--- config.mk ---
export PLATFORM = sky130hd
export DESIGN_NAME = operand_fetch_unit
export DESIGN_NICKNAME = d
export VERILOG_FILES = /design/src/rtl/riscv_pkg.sv /design/src/rtl/reg_scoreboard.sv /design/src/rtl/operand_fetch_unit.sv
export SDC_FILE = /design/constraint.sdc
export NUM_CORES = 1
export LEC_CHECK = 0
export BUFFER_PORTS_ARGS = -buffer_cell sky130_fd_sc_hd__buf_4
export CORE_ASPECT_RATIO = 1.1
export CORE_MARGIN = 1.5
export CORE_UTILIZATION = 23
export DETAILED_ROUTE_END_ITERATION = 16
export PLACE_DENSITY = 0.41
export SYNTH_ARGS = -nofsm -noshare
export SYNTH_HDL_FRONTEND = slang
export SYNTH_HIERARCHICAL = 1
export SYNTH_SLANG_ARGS = --single-unit
--- constraint.sdc ---
create_clock -name CLK -period 3.72 [get_ports CLK]
set_clock_uncertainty 0.1 [all_clocks]
set_input_delay 1.116 -clock CLK [delete_from_list [all_inputs] [get_ports CLK]]
set_output_delay 1.116 -clock CLK [all_outputs]
set_load 0.05 [all_outputs]
--- src/rtl/riscv_pkg.sv ---
// Shared core constants and the decode-to-execute operand bundle.
// Used by the register file, scoreboard and operand fetch.
package riscv_pkg;

  localparam int XLEN   = 32;
  localparam int NREG   = 32;
  localparam int REG_AW = 5;

  localparam logic [REG_AW-1:0] REG_ZERO = '0;

  typedef struct packed {
    logic [REG_AW-1:0] rs1;
    logic [REG_AW-1:0] rs2;
    logic [REG_AW-1:0] rd;
    logic              rd_we;
  } s1_t;

  // Writeback hits register r this edge (x0 is never written).
  function automatic logic wb_hit(
    input logic              en,
    input logic [REG_AW-1:0] wrd,
    input logic [REG_AW-1:0] r
  );
    return en && (wrd == r) && (r != REG_ZERO);
  endfunction

endpackage

--- src/rtl/reg_scoreboard.sv ---
// Pending-write scoreboard: one busy bit per architectural register.
// Ports: CLK/RST, set (accept rd), clr (writeback rd), 3 busy queries.
module reg_scoreboard
  import riscv_pkg::*;
(
  input  logic              CLK,
  input  logic              RST,
  input  logic              set_en,
  input  logic [REG_AW-1:0] set_rd,
  input  logic              clr_en,
  input  logic [REG_AW-1:0] clr_rd,
  input  logic [REG_AW-1:0] qa_rs,
  output logic              qa_busy,
  input  logic [REG_AW-1:0] qb_rs,
  output logic              qb_busy,
  input  logic [REG_AW-1:0] qd_rs,
  output logic              qd_busy
);

  logic [NREG-1:0] busy_q;
  logic [NREG-1:0] busy_d;

  // Clear first so a same-edge set on the same register wins.
  always_comb begin
    busy_d = busy_q;
    if (clr_en) busy_d[clr_rd] = 1'b0;
    if (set_en) busy_d[set_rd] = 1'b1;
    busy_d[REG_ZERO] = 1'b0;
  end

  always_ff @(posedge CLK) begin
    if (RST) busy_q <= '0;
    else     busy_q <= busy_d;
  end

  assign qa_busy = busy_q[qa_rs];
  assign qb_busy = busy_q[qb_rs];
  assign qd_busy = busy_q[qd_rs];

endmodule

--- src/rtl/operand_fetch_unit.sv ---
// Operand fetch: regfile read addressing, writeback bypass, RAW/WAW stall.
// Ports: decode in_* (valid/ready), rf_* read port, wb_* snoop, execute out_*.
module operand_fetch_unit
  import riscv_pkg::*;
(
  input  logic              CLK,
  input  logic              RST,
  input  logic              in_valid,
  output logic              in_ready,
  input  logic [REG_AW-1:0] in_rs1,
  input  logic [REG_AW-1:0] in_rs2,
  input  logic [REG_AW-1:0] in_rd,
  input  logic              in_rd_we,
  output logic [REG_AW-1:0] rf_add_a,
  output logic [REG_AW-1:0] rf_add_b,
  input  logic [XLEN-1:0]   rf_info_a,
  input  logic [XLEN-1:0]   rf_info_b,
  input  logic              wb_en,
  input  logic [REG_AW-1:0] wb_rd,
  input  logic [XLEN-1:0]   wb_data,
  output logic              out_valid,
  input  logic              out_ready,
  output logic [XLEN-1:0]   out_op_a,
  output logic [XLEN-1:0]   out_op_b,
  output logic [REG_AW-1:0] out_rd,
  output logic              out_rd_we
);

  s1_t             s1_q;
  logic            s1_valid_q;
  logic [XLEN-1:0] byp_a_q;
  logic [XLEN-1:0] byp_b_q;
  logic            flag_a_q;
  logic            flag_b_q;

  logic wb_act;
  logic busy_a;
  logic busy_b;
  logic busy_d;
  logic hazard;
  logic hold;
  logic accept;
  logic set_en;
  logic hit_in_a;
  logic hit_in_b;
  logic hit_in_d;
  logic hit_s1_a;
  logic hit_s1_b;

  assign wb_act = wb_en & ~RST;

  assign hit_in_a = wb_hit(wb_act, wb_rd, in_rs1);
  assign hit_in_b = wb_hit(wb_act, wb_rd, in_rs2);
  assign hit_in_d = wb_hit(wb_act, wb_rd, in_rd);
  assign hit_s1_a = wb_hit(wb_act, wb_rd, s1_q.rs1);
  assign hit_s1_b = wb_hit(wb_act, wb_rd, s1_q.rs2);

  reg_scoreboard u_sb (
    .CLK     (CLK),
    .RST     (RST),
    .set_en  (set_en),
    .set_rd  (in_rd),
    .clr_en  (wb_act),
    .clr_rd  (wb_rd),
    .qa_rs   (in_rs1),
    .qa_busy (busy_a),
    .qb_rs   (in_rs2),
    .qb_busy (busy_b),
    .qd_rs   (in_rd),
    .qd_busy (busy_d)
  );

  // A writeback landing this edge resolves the hazard it would cause.
  assign hazard = (busy_a & ~hit_in_a)
                | (busy_b & ~hit_in_b)
                | (in_rd_we & (in_rd != REG_ZERO)
                   & busy_d & ~hit_in_d);

  assign hold     = s1_valid_q & ~out_ready;
  assign in_ready = ~hold & ~hazard;
  assign accept   = in_valid & in_ready;
  assign set_en   = accept & in_rd_we & (in_rd != REG_ZERO);

  // A held instruction keeps re-reading so its operands stay current.
  assign rf_add_a = hold ? s1_q.rs1 : in_rs1;
  assign rf_add_b = hold ? s1_q.rs2 : in_rs2;

  always_ff @(posedge CLK) begin
    if (RST) begin
      s1_q       <= '0;
      s1_valid_q <= 1'b0;
      byp_a_q    <= '0;
      byp_b_q    <= '0;
      flag_a_q   <= 1'b0;
      flag_b_q   <= 1'b0;
    end else if (accept) begin
      s1_q       <= '{in_rs1, in_rs2, in_rd, in_rd_we};
      s1_valid_q <= 1'b1;
      flag_a_q   <= hit_in_a;
      flag_b_q   <= hit_in_b;
      if (hit_in_a) byp_a_q <= wb_data;
      if (hit_in_b) byp_b_q <= wb_data;
    end else if (hold) begin
      // Regfile read on this edge returns the pre-write value.
      if (hit_s1_a) begin
        byp_a_q  <= wb_data;
        flag_a_q <= 1'b1;
      end
      if (hit_s1_b) begin
        byp_b_q  <= wb_data;
        flag_b_q <= 1'b1;
      end
    end else begin
      s1_valid_q <= 1'b0;
    end
  end

  always_comb begin
    out_valid = s1_valid_q;
    out_op_a  = '0;
    out_op_b  = '0;
    out_rd    = '0;
    out_rd_we = 1'b0;
    if (s1_valid_q) begin
      out_rd    = s1_q.rd;
      out_rd_we = s1_q.rd_we;
      if (s1_q.rs1 != REG_ZERO)
        out_op_a = flag_a_q ? byp_a_q : rf_info_a;
      if (s1_q.rs2 != REG_ZERO)
        out_op_b = flag_b_q ? byp_b_q : rf_info_b;
    end
  end

endmodule
==> impl_metrics.csv <==
group,metric,value,unit
cts,ctsHoldBuffers,0,
outcome,violations,"setup timing",
setup_path,reg2reg_setup_slack,230,ps
grt,grt_pass1_wl,38700,um
drt,ant_nets,0,
sta,rsz0062_at_grt,"true",
yosys,synth_compound_area_share,8.93,%
yosys,avgSynthCellArea,8.90,um^2
worst_hold_path,hp-class,"reg -> reg",
sta,hold_viol_final,0,
yosys,synthSimpleGateAreaFrac,20.4,%
yosys,async_flop_share,0,%
yosys,syn-num-nets,904,
cts,clk_latency,410,ps
yosys,yosys_warnings,6,
yosys,ys_top_cells_by_count,"153 x mux2i_1, 126 x nor2_1, 114 x dfxtp_1",
power,comb_power_share,21.3,%
finish,n_antenna_cell,0,
cts,cts_buffers,17,
cts,cts_tree,"done",
drt,dr.pass1.iters,5,
sta,min_period,3970,ps
yosys,synthMuxAreaShare,30.1,%
place,dp_cells,1379,
outcome,status,"finished, violations left",
setup_path,worstSetupStartpoint,"in_rd[1]",
place,io_buffers,203,
power,clockPowerShare,45.7,%
sta,max_clock_freq,252,MHz
drt,routed_wl,26900,um
floorplanning,pin_count,204,
yosys,synth_area_leaders,"dfxtp_1 33%, mux2i_1 22%, nor2_1 6.8%",
drt,drt-vias-per-instance,4.59,
setup_path,worstPathArrival,2760,ps
finish,syn_to_final_growth,49.3,%
sta,fin_crit_sh,107,%
yosys,synth_top_family_by_area,"multiplexers",
drt,wire_per_inst,18.9,um
power,p_sw_share,28.2,%
yosys,netlist_instances,782,
floorplanning,start_util,23.5,%
cts,cts_max_level,4,
yosys,ys_seq_area_share,32.8,%
yosys,yosys.area.top_type,"dfxtp_1",
grt,grt_usage,16.4,%
power,total_power,4.03,mW
power,power-per-cell-area,387,nW/um^2
place,place_congestion,0.861,
sta,setup_violations,112,
floorplanning,fp.dieW,169,um
setup_path,critPathKind,"in -> out",
setup_path,startpoint_type,"input pin",
grt,grt_pass1_vias,6477,
sta,slew_violations,0,
sta,setup_slack,-252,ps
setup_path,cp.required,2500,ps
sta,max-slew-margin-rel,43.3,%
drt,drc,0,
yosys,yosysUniqueCellTypes,53,
power,p_leak,4.18,nW
yosys,synth_flop_cell,"dfxtp_1",
cts,root_buffer,"clkbuf_16",
floorplanning,num_rows,66,
cts,cts_buffer_depth,2,
power,p_sw,1.13,mW
drt,dr_total_vias,6533,
setup_path,cp_max_fo,4,
yosys,synth_adder_area_share,0,%
floorplanning,die_h,185,um
yosys,synth_top_area_share,32.8,%
finish,fin_cells,1423,
worst_hold_path,hold_start,"byp_a_q[7]",
setup_path,cp-end-kind,"output pin",
finish,layout.nets,1159,
floorplanning,dieArea,31300,um^2
place,dpl.hpwl,19200,um
yosys,yosysMostFrequentCell,"mux2i_1",
sta,worst_pin_slew,851,ps
yosys,synthXorXnorAreaFrac,2.89,%
setup_path,crit-reg2reg-launch,"u_sb/busy_q[7]",
floorplanning,design.core.area,29600,um^2
grt,grt_max_degree,78,
finish,drive_gt1_share,39.9,%
yosys,synth.cell_area,6960,um^2
job,cap_violations,0,
grt,gr-total-overflow,0,
cts,numClockSinks,114,
cts,clk_pin_slew,60,ps
yosys,synth_edf_count,0,
yosys,ys_ff_latch,114,
power,power.internal,2.89,mW
power,seqPwrFrac,33.0,%
power,ir_drop,0.239,mV
drt,drt_iter0_drc,330,
grt,antenna_found_initial,0,
[cell usage in the layout (no fill, tap or decap), drive strengths merged, types with 6 or more instances in the layout]
cell type  count
mux2          28
o21ai         35
mux4           9
xnor2          9
a211oi         6
dfxtp        114
a21oi         42
nor2         126
and2           6
nand2         45
clkbuf        22
nor3           6
inv            7
xor2          14
nor2b         21
buf          284
nand2b        36
nand3         18
mux2i        153
a22oi          6
[cell type report]
class	count	area, um^2
sequential	114	2280
multi-input combinational	610	4600
inverter	6	22.5
clock buffer	18	439
clock inverter	13	209
timing repair buffer	288	2370
tap	374	468
fill	3142	19300
[worst max-delay path, stage by stage]
cell       delay (ps)
buf_4             110
mux4_2            490
o2111ai_1         230
nand4_1           140
o211ai_2          110
a2bb2oi_4          90
a211oi_4          260
buf_6             200
[power groups by stage]
stage               Clock, mW  Combinational (mW)  Sequential, mW
finish                   1.84               0.858            1.33
global route             1.94               0.918            1.34
floorplan                   0               0.507            1.32
CTS                      1.89               0.835            1.33
global placement            0               0.813            1.36
detailed placement          0               0.814            1.36
[through the flow]
stage | cell area, um^2 | TNS (ps) | setup WS [ps] | hold WS (ps) | util [%]
floorplan | 7040 | -289 | -254 | 348 | -
global placement | 9320 | -13940 | -306 | 363 | 31.4
detailed placement | 9320 | -18530 | -311 | 377 | 31.4
CTS | 10100 | -8560 | -258 | 385 | 34.0
global route | 10400 | -27180 | -332 | 390 | 35.1
finish | 10400 | -9920 | -252 | 382 | 35.1
[flip-flops by register name, summed over array words and instances (netlist names)]
| name | count |
|---|---|
| flag_a_q | 1 |
| out_valid | 1 |
| byp_b_q | 32 |
| s1_q | 16 |
| flag_b_q | 1 |
| u_sb/busy_q | 31 |
| byp_a_q | 32 |
[path summary, 6_finish.rpt]
check / end / cells after the start
min: byp_a_q[7] / 2
max reg2reg: byp_a_q[29] / 16
max: in_ready / 8
min reg2reg: byp_a_q[7] / 2
[metal layers]
metal | GRT usage [%] | routed length (um) | up-vias
met5 | 0 | 0 | -
met4 | 4.32 | 302 | 0
met3 | 3.85 | 1570 | 23
met2 | 28.5 | 13200 | 223
met1 | 20.3 | 11900 | 3040
li1 | - | - | 3247
[kinds of logic (layout without fill, tap and decap cells)]
group           count (synthesis)  count (layout)
simple gates                  293             293
mux                           190             190
flops                         114             114
compound gates                104             104
buf+inv                        58             325
xor+xnor                       23              23
[repair_timing]
| item | in CTS | in global routing |
|---|---|---|
| setup buffers | 5 | 4 |
| resized for setup | 17 | 51 |
| pin swaps | 8 | 13 |
| gates cloned | 0 | 6 |
| endpoints found under the hold margin | 0 | 0 |
| endpoints found under the setup margin | 1 | 114 |
Note: power is estimated with default switching activity, not from simulation.
